<file path="src/rtl/busdec_n.sv">
// Purpose : N-way sequential bus decoder between one master and NDEV memory-mapped devices.
// Latency : 2 cycles from req to ack for a same-cycle device or an unmapped address; timeout after TIMEOUT wait cycles.
// Backpres: one transaction in flight; req is ignored while busy and re-sampled in the ack cycle (no bubble).
//
// Ports:
//   i_clk, i_rst      clock (rising edge), asynchronous active-high reset
//   i_req, i_addr     master request and address, sampled only while idle
//   o_ack, o_err      one-cycle completion pulse; err marks unmapped address or timeout
//   o_rdata           registered read data, valid while ack=1 and err=0
//   o_busy            high from accepted req up to (not including) the ack cycle
//   o_dev_en          one-hot, one-cycle enable pulse to the selected device
//   o_dev_addr        latched low MASK address bits, stable for the whole transaction
//   i_dev_ack         per-device done; only the selected bit is honoured
//   i_dev_rdata       per-device read data, device i at [32*i +: 32]
module busdec_n #(
  parameter int                 NDEV    = 4,
  parameter int                 MASK    = 4,
  parameter logic [NDEV*32-1:0] BASES   = '0,
  parameter int                 TIMEOUT = 15
) (
  input  logic                 i_clk,
  input  logic                 i_rst,
  input  logic                 i_req,
  input  logic [31:0]          i_addr,
  output logic                 o_ack,
  output logic                 o_err,
  output logic [31:0]          o_rdata,
  output logic                 o_busy,
  output logic [NDEV-1:0]      o_dev_en,
  output logic [MASK-1:0]      o_dev_addr,
  input  logic [NDEV-1:0]      i_dev_ack,
  input  logic [NDEV*32-1:0]   i_dev_rdata
);

  localparam int         SELW     = (NDEV > 1) ? $clog2(NDEV) : 1;
  // Wait counter compares against this value; it never wraps because the
  // timeout branch fires first.
  localparam logic [7:0] CNT_LAST = 8'(TIMEOUT - 1);

  typedef enum logic [1:0] {
    S_IDLE = 2'd0,
    S_WAIT = 2'd1,
    S_ERR  = 2'd2
  } state_t;

  state_t          r_state;
  logic            r_ack;
  logic            r_err;
  logic [31:0]     r_rdata;
  logic            r_busy;
  logic [NDEV-1:0] r_dev_en;
  logic [MASK-1:0] r_dev_addr;
  logic [SELW-1:0] r_sel;
  logic [7:0]      r_cnt;

  state_t          w_state_nxt;
  logic            w_ack_nxt;
  logic            w_err_nxt;
  logic [31:0]     w_rdata_nxt;
  logic            w_busy_nxt;
  logic [NDEV-1:0] w_dev_en_nxt;
  logic [MASK-1:0] w_dev_addr_nxt;
  logic [SELW-1:0] w_sel_nxt;
  logic [7:0]      w_cnt_nxt;

  logic [NDEV-1:0] w_hit;
  logic            w_any_hit;
  logic [SELW-1:0] w_hit_sel;
  logic [NDEV-1:0] w_hit_oh;
  logic            w_sel_ack;
  logic [31:0]     w_sel_rdata;

  // Window match: only the bits above the window offset take part.
  always_comb begin
    w_hit = '0;
    for (int i = 0; i < NDEV; i++) begin
      w_hit[i] = (i_addr[31:MASK] == BASES[32*i+MASK +: 32-MASK]);
    end
  end

  // Priority encode: scanning downwards lets the lowest matching index
  // overwrite any higher one, so overlapping windows resolve to the lowest.
  always_comb begin
    w_any_hit = 1'b0;
    w_hit_sel = '0;
    for (int i = NDEV - 1; i >= 0; i--) begin
      if (w_hit[i]) begin
        w_any_hit = 1'b1;
        w_hit_sel = SELW'(i);
      end
    end
  end

  // One-hot enable built from the encoded winner, never from w_hit, so a
  // multi-window hit still yields a single enable.
  always_comb begin
    w_hit_oh = '0;
    for (int i = 0; i < NDEV; i++) begin
      w_hit_oh[i] = w_any_hit && (w_hit_sel == SELW'(i));
    end
  end

  // Only the latched device is listened to; everything else on the ack bus
  // is ignored.
  assign w_sel_ack   = i_dev_ack[r_sel];
  assign w_sel_rdata = i_dev_rdata[{r_sel, 5'b00000} +: 32];

  always_ff @(posedge i_clk or posedge i_rst) begin
    if (i_rst) begin
      r_state    <= S_IDLE;
      r_ack      <= 1'b0;
      r_err      <= 1'b0;
      r_rdata    <= '0;
      r_busy     <= 1'b0;
      r_dev_en   <= '0;
      r_dev_addr <= '0;
      r_sel      <= '0;
      r_cnt      <= '0;
    end else begin
      r_state    <= w_state_nxt;
      r_ack      <= w_ack_nxt;
      r_err      <= w_err_nxt;
      r_rdata    <= w_rdata_nxt;
      r_busy     <= w_busy_nxt;
      r_dev_en   <= w_dev_en_nxt;
      r_dev_addr <= w_dev_addr_nxt;
      r_sel      <= w_sel_nxt;
      r_cnt      <= w_cnt_nxt;
    end
  end

  // Next-state and next-output logic. ack/err/dev_en default to zero so
  // they can only ever be single-cycle pulses.
  always_comb begin
    w_state_nxt    = r_state;
    w_ack_nxt      = 1'b0;
    w_err_nxt      = 1'b0;
    w_rdata_nxt    = r_rdata;
    w_busy_nxt     = r_busy;
    w_dev_en_nxt   = '0;
    w_dev_addr_nxt = r_dev_addr;
    w_sel_nxt      = r_sel;
    w_cnt_nxt      = r_cnt;

    case (r_state)
      S_IDLE: begin
        if (i_req) begin
          w_busy_nxt = 1'b1;
          if (w_any_hit) begin
            w_sel_nxt      = w_hit_sel;
            w_dev_addr_nxt = i_addr[MASK-1:0];
            w_dev_en_nxt   = w_hit_oh;
            w_cnt_nxt      = '0;
            w_state_nxt    = S_WAIT;
          end else begin
            w_state_nxt = S_ERR;
          end
        end
      end

      S_WAIT: begin
        // Device ack is checked before the timeout so a same-edge ack wins.
        if (w_sel_ack) begin
          w_rdata_nxt = w_sel_rdata;
          w_ack_nxt   = 1'b1;
          w_busy_nxt  = 1'b0;
          w_state_nxt = S_IDLE;
        end else if (r_cnt == CNT_LAST) begin
          w_ack_nxt   = 1'b1;
          w_err_nxt   = 1'b1;
          w_busy_nxt  = 1'b0;
          w_state_nxt = S_IDLE;
        end else begin
          w_cnt_nxt = r_cnt + 8'd1;
        end
      end

      S_ERR: begin
        w_ack_nxt   = 1'b1;
        w_err_nxt   = 1'b1;
        w_busy_nxt  = 1'b0;
        w_state_nxt = S_IDLE;
      end

      default: begin
        w_busy_nxt  = 1'b0;
        w_state_nxt = S_IDLE;
      end
    endcase
  end

  assign o_ack      = r_ack;
  assign o_err      = r_err;
  assign o_rdata    = r_rdata;
  assign o_busy     = r_busy;
  assign o_dev_en   = r_dev_en;
  assign o_dev_addr = r_dev_addr;

endmodule

</file>
<file path="config.mk">
export PLATFORM = sky130hd
export DESIGN_NAME = busdec_n
export DESIGN_NICKNAME = d
export VERILOG_FILES = /design/src/rtl/busdec_n.sv
export SDC_FILE = /design/constraint.sdc
export NUM_CORES = 1
export LEC_CHECK = 0
export CORE_ASPECT_RATIO = 1.75
export CORE_MARGIN = 2
export CORE_UTILIZATION = 33
export CTS_CLUSTER_DIAMETER = 30
export DETAILED_ROUTE_END_ITERATION = 12
export GPL_TIMING_DRIVEN = 0
export PLACE_DENSITY = 0.9
export SETUP_SLACK_MARGIN = 0.02
export SYNTH_ARGS = -nofsm -noshare
export SYNTH_HDL_FRONTEND = slang
export SYNTH_SLANG_ARGS = --single-unit
</file>
<file path="constraint.sdc">
create_clock -name i_clk -period 3.2 [get_ports i_clk]
set_clock_uncertainty 0.1 [all_clocks]
set_input_delay 0.32 -clock i_clk [delete_from_list [all_inputs] [get_ports i_clk]]
set_output_delay 0.32 -clock i_clk [all_outputs]
set_load 0.03 [all_outputs]
</file>
==> impl_results.md, run 1 <==
- Reg2Reg Depth: 10
- Multi-input logic area: between 900 and 1000 um2
- Crit path required time: ~3300 ps
- Most frequent cell after synthesis: dfrtp_1
- Syn_area_per_cell: about 13 um2
- Mapped Area: ~2300 um2
- Worst path depth: 10
- Die area: roughly 7600 um2
- Final min period: 2460 ps
- Area added between synthesis and finish: 59.4%
- Fillers: between 500 and 600
- Unique masters post-synth: 40
- RD Place Congestion: about 0.80
- Pleak: approximately 1.6 nW
- Root Buffer: clkbuf_16
- Max_cap viols: 0
- Area occupied by registers: roughly 1300 um2
- Status: completed
- Worst path buffer plus inverter count: 4
- Critical path class: reg2reg
- CTS Sinks: 50
- EDFF count, synth: 0
- Post-synth top cells: 50 x dfrtp_1, 36 x mux2_2, 9 x o31ai_1, 7 x inv_1, 7 x nor2_1
- Bufs on Longest Clock Path: 2
- Wirelength per Cell: 16.0 um
- Final core occ: a little over half
- Routed vias/inst: ~5.0
- Top cell family by delay on the critical path: buffers and inverters
- Synth Flop Type: dfrtp_1
- Slew Viols, Final: 0
- Fin Setup TNS: 0 ps
- Area leader, netlist: dfrtp_1
- IO Pins: 210
- Fin crit share: approximately three quarters
- CTS tree: done
- Cells along the critical path: inv_1 -> ha_1 -> clkbuf_1 -> nand2_1 -> o211ai_1 -> a21o_1 -> buf_2 -> or2_1 -> buf_6 -> o41ai_2
- PwrDens: about 370 nW/um2
- HPWL after DPL: 4790 um
- Final setup viols: 0
- Worst-path clk slew: 70 ps
- Hold_buf cts: 0
- Worst-Skew Late Latency: ~280 ps
- Overall Global Routing Usage: between 10% and 20%
- Sequential-to-total area share from yosys stat: between 50% and 60%
- Crit-path slowest cell: dfrtp_1
- Hold WC Path Type: in2async
- Maximum VDD drop: between 0.2 and 0.3 mV
- Slew headroom: around half
- Nets: between 400 and 500
- Adder-Cell Fraction of Synth Area: under 10%
- Initial antenna violation count: 0
- Row count: 40
- Synth Area in Compound Gates: slightly above 10%
- Syn Inst Count: 174
- Synth Area in Simple Gates: slightly above 10%
- Detailed Route WL: between 6000 and 7000 um
- 1st-iter DRT viols: 140
- ANT cells: 0
- TritonCTS Buffers: 5
- Worst Max-Slew Pin Slew: roughly 730 ps
- Synth top area share: between 50% and 60%
- Post-synth ARST share: 100%
- Largest net degree at the start of global routing: 38
- RSZ-0062 raised after global routing: no
- Global-route wire length before repair: approximately 9400 um
- H-tree depth: 2
- Gates resized, CTS repair: 0
- Initial Utilization: between 30% and 40%
- Share of cells above drive strength 1: 20.9%
- Core Region: around 6800 um2
- Critical Path End Type: flip-flop
- GRT Residual Overflow: 0
- Post-synthesis xor/xnor area fraction: 0%
- Mux cell area share after synthesis: ~18%
- CP arrival: ~2500 ps
- DRC viols: 0
- Final Hold Fails: 0
- Crit path launch type: flip-flop
- Antenna viol nets, final: 0
- Pwr Total: between 1 and 1.5 mW
- Synth top area cells: dfrtp_1 55%, mux2_2 18%, o31ai_1 3.0%, ha_1 2.8%, o41ai_2 2.1%
- IO buf count: ~110
- Vias in the first global route: 2004
- Fmax achieved: about 400 MHz
- Critical Path Max Stage Delay: 400 ps
- Pre-antenna DRT Iters: 5
- Seq cells post-synth: 50
- Largest family of logic cells by synthesized area: multiplexers
- Synth Warn #: 0
- Die Height: about 110 um
- Die width: between 60 and 70 um
- Post-CTS Setup Repair Bufs: 0
- DR vias: 1862
- CP Max Fanout: 9
==> state kept, by name (all words and copies together), names as in the netlist <==
signal,count
o_ack,1
o_rdata,32
o_dev_addr,4
o_busy,1
o_dev_en,1
r_state,2
o_err,1
r_cnt,8
==> cell type report <==
class,instances,area share (%)
clock inverters,3,0.587
flip-flops and latches,50,34.5
well taps,84,2.90
repair buffers,108,30.1
multi-input cells,109,26.1
inverters,7,0.725
plain buffers,10,1.59
clock buffers,5,3.45
==> cell usage in the layout, fill, tap and decap left out, types with 2 or more instances in the layout <==
| master | n |
|---|---|
| o21ai_1 | 2 |
| nor4_1 | 4 |
| conb_1 | 3 |
| or4_4 | 2 |
| nand3_1 | 3 |
| buf_4 | 3 |
| clkbuf_1 | 2 |
| mux2_2 | 36 |
| nand2_1 | 5 |
| dfrtp_1 | 50 |
| a21oi_1 | 2 |
| o31ai_1 | 9 |
| ha_1 | 5 |
| clkbuf_16 | 5 |
| clkdlybuf4s50_1 | 107 |
| nor3_1 | 2 |
| o21ai_0 | 2 |
| buf_1 | 3 |
| a21o_1 | 2 |
| nor4_2 | 2 |
| and3_1 | 2 |
| a31oi_1 | 3 |
| inv_1 | 6 |
| o41ai_2 | 3 |
| nor2_1 | 7 |
==> cell families after synthesis <==
kind of cell               after synthesis
DFF                                     50
other                                    1
muxes                                   36
adders and majority gates                5
and+or+nand+nor                         38
buffers and inverters                   17
AOI/OAI and AO/OA                       27
==> through the flow <==
step | setup WS [ps] | cell area, um2 | std cells | hold WS [ps]
after global routing | 664 | 3620 | 376 | 229
after global placement | 629 | 3460 | 367 | 387
final | 742 | 3620 | 376 | 200
after CTS | 764 | 3620 | 376 | 206
after detailed placement | 670 | 3480 | 368 | 395
after floorplan | 1130 | 2280 | 176 | 361
==> power by group <==
part           switching (mW)  internal [mW]
Combinational          0.0802          0.109
Clock                   0.234          0.290
Sequential            0.00449          0.639
==> worst paths after layout <==
kind                             start           to  slack (ps)
max                         r_state[1]     r_cnt[7]         740
min                              i_rst  o_rdata[30]         200
max reg2reg                 r_state[1]     r_cnt[7]         740
min reg2reg                o_rdata[28]  o_rdata[28]         410
max in group asynchronous        i_rst   r_state[0]        2310
min in group i_clk         o_rdata[28]  o_rdata[28]         410
==> metal layers <==
metal / GRT usage (%) / routed length, um
met1: 15.5 / 1900
met2: 30.1 / 3370
met3: 6.90 / 588
met4: 5.99 / 142
met5: 0 / 0
Note: power is estimated with default switching activity, not from simulation.
==> inputs of run 2 (changes only) <==
Settings changed: CORE_UTILIZATION 33 to 31, PLACE_DENSITY 0.9 to 0.85.
Clock period 3.2 ns to 2.48 ns, I/O delays scaled along.
==> impl_results.md, run 2 (synthesis gave the netlist of run 1 again) <==
- TritonCTS Buffers: 5 (unchanged)
- Hold_buf cts: 0 (unchanged)
- RD Place Congestion: 0.782 (-2.6%)
- Slew headroom: 54.5% (+3.4 points)
- Worst Max-Slew Pin Slew: 677 ps (-50.1 ps)
- Worst-Skew Late Latency: 290 ps (about the same)
- Sw frac: 23.6% (+0.15 points)
- Int Pwr: 1.34 mW (+29%)
- Die Height: 117 um (+3.1%)
- Cells along the critical path: inv_1 -> ha_1 -> clkbuf_1 -> nand2_2 -> o211ai_1 -> a21o_1 -> buf_2 -> or2_1 -> buf_6 -> o41ai_2
- Status: completed
- Max_cap viols: 0 (unchanged)
- Place WS: 3.74 ps (-666 ps)
- Final setup viols: 0 (unchanged)
- Pwr Total: 1.75 mW (+29%)
- Post-route cell area: 3630 um2 (+0.14%)
- Maximum VDD drop: 0.256 mV (-9.3%)
- Final Hold Fails: 0 (unchanged)
- Area added between synthesis and finish: 59.6%
- Row count: 41 (+2.5%)
- Global-route wire length before repair: 8560 um (-8.8%)
- Post-DP Area: 3480 um2 (about the same)
- DR vias: 1846 (-0.86%)
- ANT cells: 0 (unchanged)
- GRT Residual Overflow: 0 (unchanged)
- Overall Global Routing Usage: 14.5% (-1.8 points)
- Flop pwr share: 47.3% (-0.2 points)
- Largest net degree at the start of global routing: 31 (-18%)
- 1st-iter DRT viols: 104 (-26%)
- Commonest cells after routing, fill and taps aside: 107 x clkdlybuf4s50_1, 50 x dfrtp_1, 36 x mux2_2
- H-tree depth: 2 (unchanged)
- Crit path launch type: flip-flop
- Number of flip-flops in the largest register: 32 (unchanged)
- Hold_ws: 189 ps (-10.6 ps)
- Critical Path Source: r_state[1]
- PwrDens: 484 nW/um2 (+29%)
- Crit path required time: 2570 ps (-720 ps)
- DRC viols: 0 (unchanged)
- Fin Setup TNS: 0 ps (unchanged)
- Worst-path clk slew: 70 ps (about the same)
- Share of cells above drive strength 1: 21.2% (+0.34 points)
- Core Region: 7180 um2 (+6.3%)
- Post-CTS Setup Repair Bufs: 0 (unchanged)
- RSZ-0062 raised after global routing: no
- DP Cell Count: 370 (+0.54%)
- Routed vias/inst: 4.88 (-1.4%)
- Bufs on Longest Clock Path: 2 (unchanged)
- Pleak: 1.63 nW (about the same)
- CP Max Fanout: 9 (unchanged)
- P_sw: 0.414 mW (+30%)
- Critical path class: reg2reg
- HPWL after DPL: 4660 um (-2.8%)
- Non-Filler Instances: 378 (+0.53%)
- CTS Sinks: 50 (unchanged)
- Worst setup margin: 161 ps (-581 ps)
- Initial Utilization: 31.6% (-2.0 points)
- Fin crit share: 93.5% (+17 points)
- Detailed Route WL: 5830 um (-2.9%)
- Slew Viols, Final: 0 (unchanged)
- Fmax achieved: 431 MHz (+6.0%)
- Fillers: 626 (+7.7%)
- Worst r2r src: r_state[1]
- Vias in the first global route: 1850 (-7.7%)
- IO buf count: 107 (unchanged)
- Final core occ: 50.5% (-3.1 points)
- Initial antenna violation count: 0 (unchanged)
- Antenna viol nets, final: 0 (unchanged)
- Pre-antenna DRT Iters: 4 (-1)
- Root Buffer: clkbuf_16
- CP arrival: 2410 ps (-130 ps)
- Die width: 68.7 um (+3.0%)
- Wirelength per Cell: 15.4 um (-3.4%)
- Gate power share: 13.9% (about the same)
- Gates resized, CTS repair: 1 (+1)
- Nets: 463 (unchanged)
- Die area: 8060 um2 (+6.1%)
- CTS tree: done
- Hold WC Path Type: in2async
- Critical Path End Type: flip-flop
- Final min period: 2320 ps (-139 ps)
- Critical Path Max Stage Delay: 380 ps (-20 ps)
- IO Pins: 210 (unchanged)
- Most common cell after layout, fill and taps aside: clkdlybuf4s50_1
- Clock share of power: 38.8% (+0.2 points)
- Crit-path slowest cell: dfrtp_1
## run 2: changes by cell type in the layout (fill, tap and decap cells not counted)
cell	previous run	this run
nand2_1	5	4
nand2_2	0	1
## run 2: path summary, 6_finish.rpt
path / cells past startpoint / slack (ps) / end
worst max-delay path: 10 / 160 / r_cnt[6]
worst min-delay path: 2 / 190 / o_rdata[16]
worst max register to register: 10 / 160 / r_cnt[6]
worst min register to register: 1 / 400 / r_cnt[7]
max in group asynchronous: 3 / 1570 / o_dev_addr[1]
min in group i_clk: 1 / 400 / r_cnt[7]
## run 2: critical path: cells and delay by family (launching register included)
| kind | cells | cell delay [ps] |
|---|---|---|
| AO/OA/AOI/OAI | 3 | 560 |
| adder cells (fa/ha/maj) | 1 | 170 |
| buffers and inverters | 4 | 560 |
| flip-flops | 1 | 380 |
| AND/OR/NAND/NOR | 2 | 440 |
## run 2: layout make-up
class                           instances  area (um2)  share of cell area [%]
Clock buffer                            5         125                    3.45
Inverter                                7        26.3                   0.724
Tap cell                               86         108                    2.97
Timing Repair Buffer                  108        1090                    30.1
Multi-Input combinational cell        109         947                    26.1
Sequential cell                        50        1250                    34.5
Buffer                                 10        57.6                    1.59
Clock inverter                          3        21.3                   0.586
## run 2: metal layers
metal | track usage, % | routed length (um) | up-vias | share of wire [%]
met3 | 8.89 | 654 | 12 | 11
met5 | 0 | 0 | - | 0
met2 | 25.6 | 3190 | 54 | 55
met1 | 13.3 | 1870 | 919 | 32
li1 | - | - | 861 | -
met4 | 5.23 | 110 | 0 | 1.9
## run 2: power groups by stage
| stage | Clock [mW] | Combinational [mW] | Sequential [mW] |
|---|---|---|---|
| final | 0.680 | 0.244 | 0.830 |
| after detailed placement | 0 | 0.244 | 0.846 |
| after global routing | 0.731 | 0.261 | 0.830 |
| after global placement | 0 | 0.233 | 0.846 |
| after floorplan | 0 | 0.0820 | 0.860 |
| after CTS | 0.694 | 0.246 | 0.830 |
==> inputs of run 3 (changes only) <==
Settings changed: SLEW_MARGIN from default to 30.
==> impl_results.md, run 3 (synthesis gave the netlist of run 1 again) <==
- Crit path required time: 2570 ps (about the same)
- Fin crit share: 93.7% (+0.18 points)
- Worst-Skew Late Latency: 290 ps (about the same)
- Top cell family by delay on the critical path: buffers and inverters
- Cells along the critical path: inv_1 -> ha_1 -> clkbuf_1 -> nand2_2 -> o211ai_1 -> a21o_1 -> buf_2 -> or2_1 -> buf_6 -> o41ai_2
- Worst Max-Slew Pin Slew: 680 ps (+3.23 ps)
- Fmax achieved: 430 MHz (-0.19%)
- DRC viols: 0 (unchanged)
- IO buf count: 107 (unchanged)
- Int Pwr: 1.34 mW (-0.25%)
- Final Hold Fails: 0 (unchanged)
- Antenna viol nets, final: 0 (unchanged)
- Met2 Resource Use GR: 25.4% (-0.19 points)
- Pre-antenna DRT Iters: 4 (unchanged)
- Global-route wire length before repair: 8690 um (+1.5%)
- Maximum VDD drop: 0.267 mV (+4.2%)
- Commonest cells after routing, fill and taps aside: 107 x clkdlybuf4s50_1, 50 x dfrtp_1, 36 x mux2_2
- Hold WC Path Type: in2async
- Final core occ: 50.3% (-0.24 points)
- Flop pwr share: 47.5% (+0.2 points)
- GRT Residual Overflow: 0 (unchanged)
- Row count: 41 (unchanged)
- Largest net degree at the start of global routing: 51 (+65%)
- Most crowded layer after global routing: met2
- Sw frac: 23.5% (-0.17 points)
- Routed vias/inst: 4.89 (+0.10%)
- Nets: 462 (-0.22%)
- RD Place Congestion: 0.782 (unchanged)
- CP arrival: 2420 ps (about the same)
- Hold_buf cts: 0 (unchanged)
- Status: completed
- CP Max Fanout: 9 (unchanged)
- 1st-iter DRT viols: 76 (-27%)
- Worst path buffer plus inverter count: 4 (unchanged)
- Detailed Route WL: 5840 um (+0.17%)
- Met1 usage: 14.2% (+0.98 points)
- Share of cells above drive strength 1: 21.0% (-0.27 points)
- Number of flip-flops in the largest register: 32 (unchanged)
- Max_cap viols: 0 (unchanged)
- Bufs on Longest Clock Path: 2 (unchanged)
- H-tree depth: 2 (unchanged)
- PwrDens: 484 nW/um2 (about the same)
- Crit-path slowest cell: dfrtp_1
- Gate power share: 13.7% (-0.2 points)
- Worst-path clk slew: 70 ps (about the same)
- Die width: 68.7 um (unchanged)
- Clock share of power: 38.8% (about the same)
- DR vias: 1843 (-0.16%)
- Initial Utilization: 31.6% (unchanged)
- Critical Path End Type: flip-flop
- Critical Path Max Stage Delay: 380 ps (about the same)
- Vias in the first global route: 1833 (-0.92%)
- Slew headroom: 54.2% (-0.22 points)
- CTS tree: done
- Critical path class: reg2reg
- Area added between synthesis and finish: 58.9%
- Hold_ws: 287 ps (+97.7 ps)
- P_sw: 0.409 mW (-1.2%)
- Wirelength per Cell: 15.5 um (+0.44%)
- Final min period: 2320 ps (+4.42 ps)
- CTS Sinks: 50 (unchanged)
- TritonCTS Buffers: 5 (unchanged)
- Core Region: 7180 um2 (unchanged)
- Routing usage on met3: 8.41% (-0.48 points)
- Pleak: 1.62 nW (-0.56%)
- Crit path launch type: flip-flop
- Overall Global Routing Usage: 14.8% (+0.22 points)
- Post-CTS Setup Repair Bufs: 0 (unchanged)
- Final setup viols: 0 (unchanged)
- ANT cells: 0 (unchanged)
- Initial antenna violation count: 0 (unchanged)
- Die area: 8060 um2 (unchanged)
- Root Buffer: clkbuf_16
- HPWL after DPL: 4630 um (-0.63%)
- IO Pins: 210 (unchanged)
- RSZ-0062 raised after global routing: no
- Most common cell after layout, fill and taps aside: clkdlybuf4s50_1
- Slew Viols, Final: 0 (unchanged)
- Die Height: 117 um (unchanged)
[run 3: cell type report]
type	instances	area [um2]
Timing Repair Buffer	107	1070
Tap cell	86	108
Fill cell	627	3570
Inverter	7	28.8
Clock buffer	5	125
Buffer	10	57.6
Clock inverter	3	21.3
Multi-Input combinational cell	109	947
Sequential cell	50	1250
[run 3: stage by stage]
stage                     area (um2)  TNS (ps)  total power, mW  instances  setup slack [ps]
final                           3610         0             1.75        377               156
after CTS                       3610         0             1.77        377              30.1
after global routing            3610         0             1.82        377              29.6
after floorplan                 2280         0            0.942        176               410
after detailed placement        3460         0             1.09        369              10.7
after global placement          3460     -1020             1.08        369             -22.7
[run 3: what timing repair did]
item | CTS | global route
endpoints found under the hold margin | 0 | 0
gates resized for setup | 0 | 1
endpoints found under the setup margin | 0 | 6
[run 3: worst paths after layout]
path                             startpoint          end  slack, ps  cells after the start
worst min register to register  o_rdata[20]  o_rdata[20]        400                      1
min in group i_clk              o_rdata[20]  o_rdata[20]        400                      1
worst max register to register   r_state[1]     r_cnt[6]        160                     10
worst min-delay path                  i_rst  o_rdata[24]        290                      2
worst max-delay path             r_state[1]     r_cnt[6]        160                     10
max in group asynchronous             i_rst  o_rdata[29]       1560                      2
[run 3: power groups by stage]
stage	clock [mW]	sequential, mW	combinational [mW]
3_3_place_gp	0	0.846	0.233
6_report	0.677	0.830	0.239
3_5_place_dp	0	0.846	0.240
2_1_floorplan	0	0.860	0.0820
5_1_grt	0.735	0.830	0.259
4_1_cts	0.701	0.830	0.241
[run 3: worst reg2reg max path, delay by kind of cell, from the launching register on]
kind            cells  cell delay (ps)
buf+inv             4              570
compound gates      3              550
simple gates        2              450
fa+ha+maj           1              170
flops               1              380
[run 3: layer usage]
layer | vias up | wire length (um)
met1 | 908 | 1870
met3 | 11 | 645
met2 | 64 | 3210
met4 | 0 | 114
li1 | 860 | -
met5 | - | 0
